**config.mk**
```make
export PLATFORM = sky130hd
export DESIGN_NAME = fb_bank_scheduler
export DESIGN_NICKNAME = d
export VERILOG_FILES = /design/src/rtl/fb_bank_scheduler.sv
export SDC_FILE = /design/constraint.sdc
export NUM_CORES = 1
export LEC_CHECK = 0
export CAP_MARGIN = 5
export CELL_PAD_IN_SITES_DETAIL_PLACEMENT = 1
export CELL_PAD_IN_SITES_GLOBAL_PLACEMENT = 1
export CORE_MARGIN = 2
export CORE_UTILIZATION = 32
export DETAILED_ROUTE_END_ITERATION = 12
export PLACE_DENSITY_LB_ADDON = 0.1
export SYNTH_ARGS = -nofsm -noshare
export SYNTH_HDL_FRONTEND = slang
export SYNTH_SLANG_ARGS = --single-unit
```
**constraint.sdc**
```tcl
create_clock -name pxlClk -period 4.77 [get_ports pxlClk]
set_clock_uncertainty 0.1 [all_clocks]
set_input_delay 0.7155 -clock pxlClk [delete_from_list [all_inputs] [get_ports pxlClk]]
set_output_delay 0.7155 -clock pxlClk [all_outputs]
set_load 0.02 [all_outputs]
```
**src/rtl/fb_bank_scheduler.sv**
```systemverilog
// Framebuffer bank scheduler between the LCD capture writer and the imageGen reader.
// Hands out banks for double/triple buffering so the scanned frame never tears.
module fb_bank_scheduler #(
  parameter int unsigned NUM_BANKS = 3,
  parameter int unsigned BANK_W    = 2,
  parameter int unsigned ADDR_W    = 14
) (
  input  logic                     pxlClk,
  input  logic                     rst,
  input  logic                     wrFrameStart,
  input  logic                     wrFrameDone,
  input  logic [ADDR_W-1:0]        wrAddrIn,
  output logic                     wrEnOk,
  output logic [BANK_W-1:0]        wrBank,
  output logic [BANK_W+ADDR_W-1:0] wrAddrOut,
  input  logic                     rdFrameStart,
  input  logic [ADDR_W-1:0]        rdAddrIn,
  output logic [BANK_W-1:0]        rdBank,
  output logic [BANK_W+ADDR_W-1:0] rdAddrOut,
  output logic                     rdValid,
  output logic [7:0]               dropCnt,
  output logic [7:0]               repeatCnt,
  output logic [7:0]               abortCnt
);

  localparam int unsigned CNT_W = 8;

  typedef enum logic [1:0] {
    TAG_FREE,
    TAG_WRITING,
    TAG_READY,
    TAG_DISPLAY
  } tag_t;

  typedef enum logic [1:0] {
    W_IDLE,
    W_ACTIVE,
    W_BLOCKED
  } wr_state_t;

  tag_t              tag     [NUM_BANKS];
  tag_t              tag_nxt [NUM_BANKS];
  wr_state_t         wr_state;
  wr_state_t         wr_state_nxt;
  logic [BANK_W-1:0] wr_bank_nxt;
  logic [BANK_W-1:0] rd_bank_nxt;
  logic              wr_en_nxt;
  logic              rd_valid_nxt;
  logic              drop_inc;
  logic              repeat_inc;
  logic              abort_inc;
  logic              ready_found;
  logic [BANK_W-1:0] ready_idx;
  logic              free_found;
  logic [BANK_W-1:0] free_idx;

  // Same-cycle events are applied in order: writer done, read swap, writer start.
  always_comb begin
    tag_nxt      = tag;
    wr_state_nxt = wr_state;
    wr_bank_nxt  = wrBank;
    wr_en_nxt    = wrEnOk;
    rd_bank_nxt  = rdBank;
    rd_valid_nxt = rdValid;
    drop_inc     = 1'b0;
    repeat_inc   = 1'b0;
    abort_inc    = 1'b0;
    ready_found  = 1'b0;
    ready_idx    = '0;
    free_found   = 1'b0;
    free_idx     = '0;

    if (wrFrameDone) begin
      if (wr_state == W_ACTIVE) begin
        // A frame still waiting to be shown is overtaken by the newer one.
        for (int i = 0; i < int'(NUM_BANKS); i++) begin
          if (tag_nxt[i] == TAG_READY) begin
            tag_nxt[i] = TAG_FREE;
            drop_inc   = 1'b1;
          end else if (tag_nxt[i] == TAG_WRITING) begin
            tag_nxt[i] = TAG_READY;
          end
        end
        wr_state_nxt = W_IDLE;
        wr_en_nxt    = 1'b0;
      end else if (wr_state == W_BLOCKED) begin
        drop_inc     = 1'b1;
        wr_state_nxt = W_IDLE;
      end
    end

    if (rdFrameStart) begin
      for (int i = 0; i < int'(NUM_BANKS); i++) begin
        if (tag_nxt[i] == TAG_READY) begin
          ready_found = 1'b1;
          ready_idx   = BANK_W'(i);
        end
      end
      if (ready_found) begin
        for (int i = 0; i < int'(NUM_BANKS); i++) begin
          if (tag_nxt[i] == TAG_DISPLAY) begin
            tag_nxt[i] = TAG_FREE;
          end else if (tag_nxt[i] == TAG_READY) begin
            tag_nxt[i] = TAG_DISPLAY;
          end
        end
        rd_bank_nxt  = ready_idx;
        rd_valid_nxt = 1'b1;
      end else begin
        repeat_inc = 1'b1;
      end
    end

    if (wrFrameStart) begin
      if (wr_state_nxt == W_ACTIVE) begin
        // Restart on the same bank; the partial frame is simply overwritten.
        abort_inc = 1'b1;
      end else begin
        for (int i = 0; i < int'(NUM_BANKS); i++) begin
          if (!free_found && tag_nxt[i] == TAG_FREE) begin
            free_found = 1'b1;
            free_idx   = BANK_W'(i);
          end
        end
        if (free_found) begin
          for (int i = 0; i < int'(NUM_BANKS); i++) begin
            if (BANK_W'(i) == free_idx) begin
              tag_nxt[i] = TAG_WRITING;
            end
          end
          wr_state_nxt = W_ACTIVE;
          wr_bank_nxt  = free_idx;
          wr_en_nxt    = 1'b1;
        end else begin
          wr_state_nxt = W_BLOCKED;
          wr_en_nxt    = 1'b0;
        end
      end
    end
  end

  // State, bank tags, registered outputs and saturating debug counters.
  always_ff @(posedge pxlClk) begin
    if (rst) begin
      for (int i = 0; i < int'(NUM_BANKS); i++) begin
        tag[i] <= (i == 0) ? TAG_DISPLAY : TAG_FREE;
      end
      wr_state  <= W_IDLE;
      wrBank    <= BANK_W'(1);
      wrEnOk    <= 1'b0;
      rdBank    <= '0;
      rdValid   <= 1'b0;
      dropCnt   <= '0;
      repeatCnt <= '0;
      abortCnt  <= '0;
    end else begin
      for (int i = 0; i < int'(NUM_BANKS); i++) begin
        tag[i] <= tag_nxt[i];
      end
      wr_state <= wr_state_nxt;
      wrBank   <= wr_bank_nxt;
      wrEnOk   <= wr_en_nxt;
      rdBank   <= rd_bank_nxt;
      rdValid  <= rd_valid_nxt;
      if (drop_inc && dropCnt != {CNT_W{1'b1}}) begin
        dropCnt <= dropCnt + CNT_W'(1);
      end
      if (repeat_inc && repeatCnt != {CNT_W{1'b1}}) begin
        repeatCnt <= repeatCnt + CNT_W'(1);
      end
      if (abort_inc && abortCnt != {CNT_W{1'b1}}) begin
        abortCnt <= abortCnt + CNT_W'(1);
      end
    end
  end

  assign wrAddrOut = {wrBank, wrAddrIn};
  assign rdAddrOut = {rdBank, rdAddrIn};

endmodule

```
# [Word-level counts from Yosys, hierarchy flattened]
# Cells that the tools add are included.
[classes] n_reduce_logical=13 bitwise=1 n_mux=62 n_eq_ne=20 addsub=3
[op_table] op="2-bit two-way mux" count=25
[op_table] op="6-bit two-way mux" count=7
[op_table] op="1-bit two-way mux" count=30
[op_table] op="8-bit by 1-bit adder with 8-bit output (second input constant)" count=3
[op_table] op="8-bit != test (second input constant)" count=3
[op_table] op="2-bit equality test (second input constant)" count=10
[op_table] op="2-bit by 1-bit equality test with 1-bit output (second input constant)" count=5
[op_table] op="2-bit zero test" count=4
[op_table] op="1-bit logical AND" count=5
[op_table] op="3-bit AND reduction" count=1
[op_table] op="1-bit by 2-bit equality test with 1-bit output (first input constant)" count=1
[op_table] op="2-bit equality test (first input constant)" count=1
[op_table] op="1-bit zero test" count=2
[op_table] op="2-bit AND reduction" count=1
[op_table] op="1-bit NOT" count=1
[word_totals] inputBits=33 regBits=38

# [Logic depth before layout (Yosys ltp)]
# Gate-level depths: netlist of the first run.
[depth] word_depth=31 ltp_mapped=8 mapped_depth_nobuf=8

# [Worst setup path after synthesis of the first run]
# No wires, ideal clock.
[synth_timing] path_kind="input-to-reg" start="input wrFrameDone" end="register repeatCnt[4]" stages=8 t_arrival_ns=2.730 n_path_buf=0 required_time_ns=4.542 setup_slack_ns=1.813 path_cell_list="nand3b_1 mux2_2 ha_1 or4b_4 a311oi_4 nand3_2 xor2_1 nor2_1"
[synth_between] elab_chain_cells=9 word_cells_on_any_way=11
[synth_lines] item="start: declaration" line_no="11" source="input logic wrFrameDone,"
[synth_lines] item="6-bit two-way mux *" line_no="73" source="if (wrFrameDone) begin"
[synth_lines] item="2-bit equality test" line_no="94" source="if (tag_nxt[i] == TAG_READY) begin"
[synth_lines] item="1-bit two-way mux (2 in series)" line_no="94"
[synth_lines] item="1-bit two-way mux *" line_no="94"
[synth_lines] item="1-bit two-way mux *" line_no="92" source="if (rdFrameStart) begin"
[synth_lines] item="1-bit two-way mux *" line_no="99" source="if (ready_found) begin"
[synth_lines] item="1-bit two-way mux *" line_no="92"
[synth_lines] item="1-bit logical AND *" line_no="168" source="if (repeat_inc && repeatCnt != {CNT_W{1'b1}}) begin"
[synth_lines] item="end signal: assignment" line_no="169" source="repeatCnt <= repeatCnt + CNT_W'(1);"
[synth_lines] item="end: declaration" line_no="22" source="output logic [7:0] repeatCnt,"
# Every way passes the cells marked *; elsewhere a longest branch is shown, timed or not. The select of a mux whose other input is x is not followed.
# A chain may end at the register's enable or synchronous reset.

# [Final worst setup path of the first run]
[layout_timing] start="input wrFrameDone" end="register wrEnOk"
[layout_between] elab_chain_cells=25 word_cells_on_any_way=41
[layout_lines] item="6-bit two-way mux" line_no="73"
[layout_lines] item="2-bit equality test" line_no="94, 103"
[layout_lines] item="1-bit two-way mux (3 in series)" line_no="94"
[layout_lines] item="1-bit two-way mux" line_no="92"
[layout_lines] item="6-bit two-way mux" line_no="99"
[layout_lines] item="6-bit two-way mux" line_no="92"
[layout_lines] item="2-bit zero test" line_no="120" source="if (!free_found && tag_nxt[i] == TAG_FREE) begin"
[layout_lines] item="1-bit two-way mux" line_no="120"
[layout_lines] item="[... 7 more ...]"
[layout_lines] item="1-bit zero test" line_no="120"
[layout_lines] item="1-bit logical AND" line_no="120"
[layout_lines] item="1-bit two-way mux" line_no="120"
[layout_lines] item="1-bit two-way mux" line_no="115" source="if (wr_state_nxt == W_ACTIVE) begin"
[layout_lines] item="1-bit two-way mux" line_no="114" source="if (wrFrameStart) begin"
[layout_lines] item="1-bit two-way mux" line_no="125" source="if (free_found) begin"
[layout_lines] item="1-bit two-way mux" line_no="115"
[layout_lines] item="1-bit two-way mux *" line_no="114"
[layout_lines] item="end signal: assignment" line_no="162" source="wrEnOk <= wr_en_nxt;"
[layout_lines] item="end: declaration" line_no="13" source="output logic wrEnOk,"
# Marks and branches as above.

==> key figures, run 1 <==
CTS
  – Post_cts resized: 0
  – Post-CTS Setup Bufs: 0
  – Clock root buffer: clkbuf_8
  – CTS tree: yes
  – Max Buffers Root-to-Sink: 2
  – Clock slew at reported path FFs: ~80 ps
  – Clock Latency Late Sink: 300 ps
  – Clk sink count: 38
  – CTS Buf Count: 5
  – Hold-fix buffers at CTS: 0
  – H-tree depth: 2

Final layout
  – # diodes: 0
  – FILL cells: 734
  – Area Growth Syn to Fin: 17.8%
  – Layout cell share with drive strength beyond 1: just over 10%
  – Final cell count without fillers: 330
  – Final #Nets: 291

Global route
  – GRT overflow: 0
  – Antenna violations before repair: 0
  – Vias in the first global route: 1,683
  – Largest net degree at the start of global routing: 41
  – GRT Util Overall: around 13%
  – First-pass GRT wire length: approximately 7.9 mm

Critical path
  – Crit-path max FO: 10
  – Arrival time at the worst endpoint: 3610 ps
  – Worst EP required: between 4000 and 5000 ps
  – WS Path Type: in -> reg
  – Critical Path Start Type: primary input
  – CP endpoint kind: flip-flop

Synthesis
  – Post-Syn Nets: 280
  – Count leader, synth: dfxtp_1
  – Post-synth cell types: slightly above 40
  – Average size of a mapped cell: around 8.7 um^2
  – EDFF count, synth: 0
  – Seq/Total Area, Yosys: 36.2%
  – Post-Syn Area: roughly 2100 um^2
  – Synth Warn #: 0
  – Synth area leaders: dfxtp_1 (36%), buf_4 (11%), nor2_1 (5.5%)
  – Leading area contributor after synthesis: dfxtp_1
  – Synth top area share: 36.2%
  – Gate Count Post-Synth: roughly 240
  – Most common library cells after synthesis: dfxtp_1 (38), buf_4 (32), nor2_1 (31)
  – Yosys reg bits: 38
  – Async set-or-reset flop fraction in the synthesized netlist: 0%
  – Top_reg_cell synth: dfxtp_1

STA
  – RSZ-0062 raised after global routing: false
  – Final min period: 3560 ps
  – Least-Margin Pin Slew: ~730 ps
  – WHS: 378 ps
  – Fmax: 281 MHz
  – Final setup fails: 0
  – Period utilization: 74.7%
  – Final Hold Fails: 0
  – Sum Neg Setup Slack: 0 ps
  – Final worst setup slack: ~1200 ps
  – Slew Limit Fails: 0
  – Worst rel slew slack: 50.7%

Detailed routing
  – Antenna-violating nets left: 0
  – Routed wire per std cell: 13.5 um
  – Drt first-iter violations: 38
  – Vias: about 1.7k
  – Drt first pass iters: 4
  – Vias/cell: 5.04
  – Drt drc: 0
  – Total wire length: around 4.5 mm

Placement
  – Worst slack, placed: 905 ps
  – Placer Congestion: 0.778
  – Hpwl dp: 3.22 mm
  – Placed insts: 322
  – Port bufs: 38

Power
  – Leakage: 0.868 nW
  – Peak VDD IR: 0.165 mV
  – Pwr per Cell Area: 418 nW/um^2
  – Overall Power: between 1 and 1.5 mW

Run status
  – Status: complete, no violations

Flow run
  – Max_cap viols: 0

Floorplanning
  – Core area: 6350 um^2
  – DIE AREA: about 7200 um^2
  – Die height: 85.1 um
  – I/O pin cnt: 95
  – Die span in x: 85.1 um
  – Initial Util: around a third
  – Site Rows: 29

Hold path
  – Hold WC Path Type: reg -> reg
[cell type report]
type / count / area, um^2 / share of cell area (%)
multi-input combinational: 163 / 1070 / 43.3
timing repair buffer: 40 / 395 / 16.0
inverter: 4 / 15.0 / 0.606
tap: 77 / 96.3 / 3.89
clock buffer: 5 / 68.8 / 2.78
sequential: 38 / 761 / 30.7
clock inverter: 3 / 68.8 / 2.78
[layer usage]
metal / global-route usage, % / vias to the layer above / share of wire [%] / wire length [um]
met5: 0 / - / 0 / 0
met4: 4.76 / 0 / 1.5 / 69
met3: 4.67 / 8 / 5.3 / 236
met2: 19.8 / 31 / 43 / 1920
met1: 18.1 / 794 / 50 / 2250
li1: - / 830 / - / -
[cell families after synthesis]
logic type	synth area share, %
AND/OR/NAND/NOR	20.0
AO/OA/AOI/OAI	16.4
buffers and inverters	12.8
flip-flops	36.2
XOR/XNOR	7.50
multiplexers	3.51
adder cells (fa/ha/maj)	3.57
[critical path, cell delays in order]
cell,delay (ps)
clkdlybuf4s50_1,560
nand3b_1,310
mux2_2,390
ha_1,250
o31a_2,440
a311oi_1,600
and3_1,290
a211oi_1,60
[through the flow]
stage,instance area (um^2),utilization (%)
after floorplan,2100,-
after global placement,2340,36.8
after detailed placement,2340,36.8
after CTS,2480,39.0
after global routing,2480,39.0
final,2480,39.0
[where the power goes]
part / switching, mW / total [mW] / leakage, nW / internal (mW)
Combinational: 0.171 / 0.316 / 0.491 / 0.145
Sequential: 0.0318 / 0.385 / 0.308 / 0.353
Clock: 0.126 / 0.336 / 0.0683 / 0.210
[placed cells by master, fill, tap and decap left out, types with 2 or more instances in the layout]
| cell type | synthesis | final |
|---|---|---|
| and2_1 | 3 | 3 |
| clkdlybuf4s50_1 | 0 | 38 |
| nor2_1 | 31 | 31 |
| a211oi_1 | 9 | 9 |
| nor3_1 | 3 | 3 |
| o21ai_0 | 9 | 9 |
| nand4_1 | 5 | 5 |
| a21oi_1 | 12 | 12 |
| xor2_1 | 9 | 9 |
| buf_4 | 32 | 2 |
| nand3b_1 | 2 | 2 |
| and3_1 | 4 | 4 |
| mux2_2 | 3 | 3 |
| a31o_2 | 3 | 3 |
| inv_1 | 4 | 4 |
| a2111oi_1 | 2 | 2 |
| bufinv_16 | 0 | 2 |
| nand2b_1 | 8 | 8 |
| nand2_1 | 15 | 15 |
| xnor2_1 | 9 | 9 |
| clkbuf_8 | 0 | 5 |
| mux2i_1 | 4 | 4 |
| nand3_1 | 7 | 7 |
| dfxtp_1 | 38 | 38 |
| o211ai_1 | 2 | 2 |
| ha_1 | 6 | 6 |
[state kept, by name (all words and copies together) (netlist names)]
name / flops
tag: 6
dropCnt: 8
wrEnOk: 1
rdBank: 2
rdValid: 1
repeatCnt: 8
abortCnt: 8
wr_state: 2
wrBank: 2
[final timing paths]
kind | startpoint | endpoint | slack [ps] | cells after the start
worst max register to register | wr_state[1] | wrEnOk | 1760 | 7
worst min-delay path | wrEnOk | wrEnOk | 380 | 2
worst min register to register | wrEnOk | wrEnOk | 380 | 2
worst max-delay path | wrFrameDone | wrEnOk | 1210 | 8
No activity file was read; power rests on OpenSTA's default activity.
==> inputs of run 2 (changes only) <==
--- a/config.mk
+++ b/config.mk
@@ -9,7 +9,7 @@
 export CELL_PAD_IN_SITES_DETAIL_PLACEMENT = 1
 export CELL_PAD_IN_SITES_GLOBAL_PLACEMENT = 1
 export CORE_MARGIN = 2
-export CORE_UTILIZATION = 32
+export CORE_UTILIZATION = 27
 export DETAILED_ROUTE_END_ITERATION = 12
 export PLACE_DENSITY_LB_ADDON = 0.1
 export SYNTH_ARGS = -nofsm -noshare
==> constraint.sdc (replaced) <==
create_clock -name pxlClk -period 3 [get_ports pxlClk]
set_clock_uncertainty 0.1 [all_clocks]
set_input_delay 0.45 -clock pxlClk [delete_from_list [all_inputs] [get_ports pxlClk]]
set_output_delay 0.45 -clock pxlClk [all_outputs]
set_load 0.02 [all_outputs]
==> run 2 against run 1 <==
Critical endpoint is now repeatCnt[5]; global-route usage down 1.0 points; combinational power up 100%; count of clock-buffer cells in the layout up 1; sequential share of layout area down 2.4 points; largest power group is now combinational logic; first-iteration DRC count up 11%; routed wire length up 9.7%; largest cell class unchanged; clock power up 11%.
==> key figures, run 2 (synthesis gave the netlist of run 1 again) <==
Critical path
  – Worst EP required: approximately 3100 ps
  – CP bufs+invs: 2
  – CP Cell Sequence: clkdlybuf4s50_1 > nand3b_1 > buf_4 > mux2_4 > ha_1 > or4b_4 > a211oi_4 > nand4_1 > xor2_1 > nor2_1
  – Arrival time at the worst endpoint: 2950 ps
  – CP endpoint kind: flip-flop
  – Worst path depth: 10
  – Critical R2R Launch: wr_state[1]
  – CP max stage delay: 580 ps
  – Reg2reg end: repeatCnt[5]
  – Crit-path max FO: 6
  – WS Path Type: in -> reg
  – CP max-delay cell: or4b_4
  – Critical Path Start Type: primary input
  – R2R cell count: 9
  – Reg-to-reg slack, setup: 330 ps
  – CP top delay family: simple AND/OR/NAND/NOR gates

STA
  – Final Hold Fails: 0
  – Final setup fails: 0
  – Final min period: around 2900 ps
  – Period utilization: 95.9%
  – Fmax: 348 MHz
  – Least-Margin Pin Slew: 622 ps
  – Slew Limit Fails: 0
  – Final worst setup slack: 123 ps
  – Worst rel slew slack: 58.1%

Run status
  – Status: complete, no violations

Hold path
  – Hold WC Path Type: reg -> reg
  – Hold Path Sink: wrEnOk
  – Min-delay src: wrEnOk
  – Hold Path Cell Cnt: 2

Floorplanning
  – Core area: 7650 um^2
  – Initial Util: 27.5%
  – Die span in x: 92.3 um
  – I/O pin cnt: 95
  – DIE AREA: 8510 um^2
  – Site Rows: 32
  – Die height: 92.3 um

Placement
  – Placer Congestion: 0.725
  – Port bufs: 38
  – Hpwl dp: 3.63 mm
  – Placed cell areas: 2520 um^2
  – Worst slack, placed: -265 ps

Detailed routing
  – Routed wl met2: between 2 and 2.5 mm
  – Vias/cell: 4.57
  – Drt first-iter violations: 42
  – M1 wire length: 2.47 mm
  – Routed wire per std cell: 13.0 um
  – Top sig layer: met4
  – Drt drc: 0
  – Vias: approximately 1.7k
  – Met3 Routed Length: approximately 270 um
  – Drt first pass iters: 4
  – Antenna-violating nets left: 0
  – Total wire length: between 4 and 5 mm

Global route
  – Largest net degree at the start of global routing: 26
  – Antenna violations before repair: 0
  – First-pass GRT wire length: approximately 8.5 mm
  – GRT Util Overall: between 10% and 20%
  – Vias in the first global route: 1,782
  – GRT overflow: 0

Flow run
  – Max_cap viols: 0

CTS
  – CTS Buf Count: 5
  – Clock root buffer: clkbuf_8
  – Hold-fix buffers at CTS: 0
  – Clock slew at reported path FFs: 80 ps
  – H-tree depth: 2
  – Clock Latency Late Sink: ~290 ps
  – Clk sink count: 38
  – Max Buffers Root-to-Sink: 2
  – CTS tree: yes

Final layout
  – # diodes: 0
  – Biggest regs: abortCnt x8, dropCnt x8, repeatCnt x8
  – Final #Nets: approximately 310
  – FILL cells: approximately 900
  – Layout cell share with drive strength beyond 1: 19.7%
  – Area Growth Syn to Fin: 27.6%
  – Final Core Density: 35.1%
  – Design area: 2680 um^2
  – Most frequent cells in the layout: dfxtp_1 (38), clkdlybuf4s50_1 (38), nor2_1 (31)

Power
  – Pwr per Cell Area: roughly 610 nW/um^2
  – Peak VDD IR: 0.179 mV
  – Leakage: ~0.97 nW
[run 2: cell types whose count changed in the layout (fill, tap and decap cells not counted), sizes merged]
cell      change
clkinvlp      +1
bufinv        -2
clkbuf        +1
buf          +21
[run 2: layout make-up]
type	count	area [um^2]	share of cell area (%)
clock inverters	2	12.5	0.466
multi-input cells	163	1130	42.2
clock buffers	6	82.6	3.08
flip-flops and latches	38	761	28.3
repair buffers	61	553	20.6
inverters	4	15.0	0.559
well taps	102	128	4.76
[run 2: where the power goes]
| group | total [mW] | leakage, nW | switching, mW | internal [mW] |
|---|---|---|---|---|
| logic | 0.642 | 0.613 | 0.310 | 0.332 |
| clock network | 0.373 | 0.0472 | 0.188 | 0.185 |
| registers | 0.619 | 0.308 | 0.0571 | 0.562 |
| total | 1.63 | 0.968 | 0.556 | 1.08 |
[run 2: worst reg2reg max path, delay by kind of cell, from the launching register on]
kind	cells	cell delay, ps
AO/OA/AOI/OAI	1	270
adder cells (fa/ha/maj)	1	240
flip-flops	1	410
XOR/XNOR	1	160
multiplexers	1	320
buffers and inverters	1	160
AND/OR/NAND/NOR	4	910
[run 2: layer usage]
metal  vias to the layer above  GRT usage [%]
met1                       808           16.8
li1                        871              -
met5                         -              0
met4                         0           4.23
met3                         9           3.62
met2                        32           18.7
[run 2: timing repair]
item,4_1_cts,5_1_grt
endpoints found under the setup margin,2,12
pin swaps,0,3
resized for setup,1,13
buffers inserted,0,1
[run 2: worst max path at each step]
stage / start / endpoint / slack, ps
finish: wrFrameDone / repeatCnt[5] / 120
CTS: wrFrameDone / repeatCnt[4] / 50
detailed placement: wrFrameDone / wr_state[0] / -260
floorplan: wrFrameDone / repeatCnt[4] / 310
global route: wrFrameDone / repeatCnt[4] / -7
global placement: wrFrameDone / wrBank[0] / -280
[run 2: metrics by stage]
stage,hold WS [ps],instances,setup TNS [ps],power [mW]
detailed placement,367,367,-2960,1.22
finish,370,376,0,1.63
global placement,354,367,-2880,1.22
global route,415,376,-14.5,1.77
floorplan,395,241,0,1.02
CTS,379,375,0,1.61
==> inputs of run 3 (changes only) <==
==> constraint.sdc (replaced) <==
create_clock -name pxlClk -period 3 [get_ports pxlClk]
set_clock_uncertainty 0.1 [all_clocks]
set_input_delay 0.45 -clock pxlClk [delete_from_list [all_inputs] [get_ports pxlClk]]
set_output_delay 0.45 -clock pxlClk [all_outputs]
set_load 0.005 [all_outputs]
==> results of run 3 <==
Same layout as run 2 (identical final DEF). Status: complete, no violations.
Main changes from that run: total power 1.63 mW -> 1.59 mW
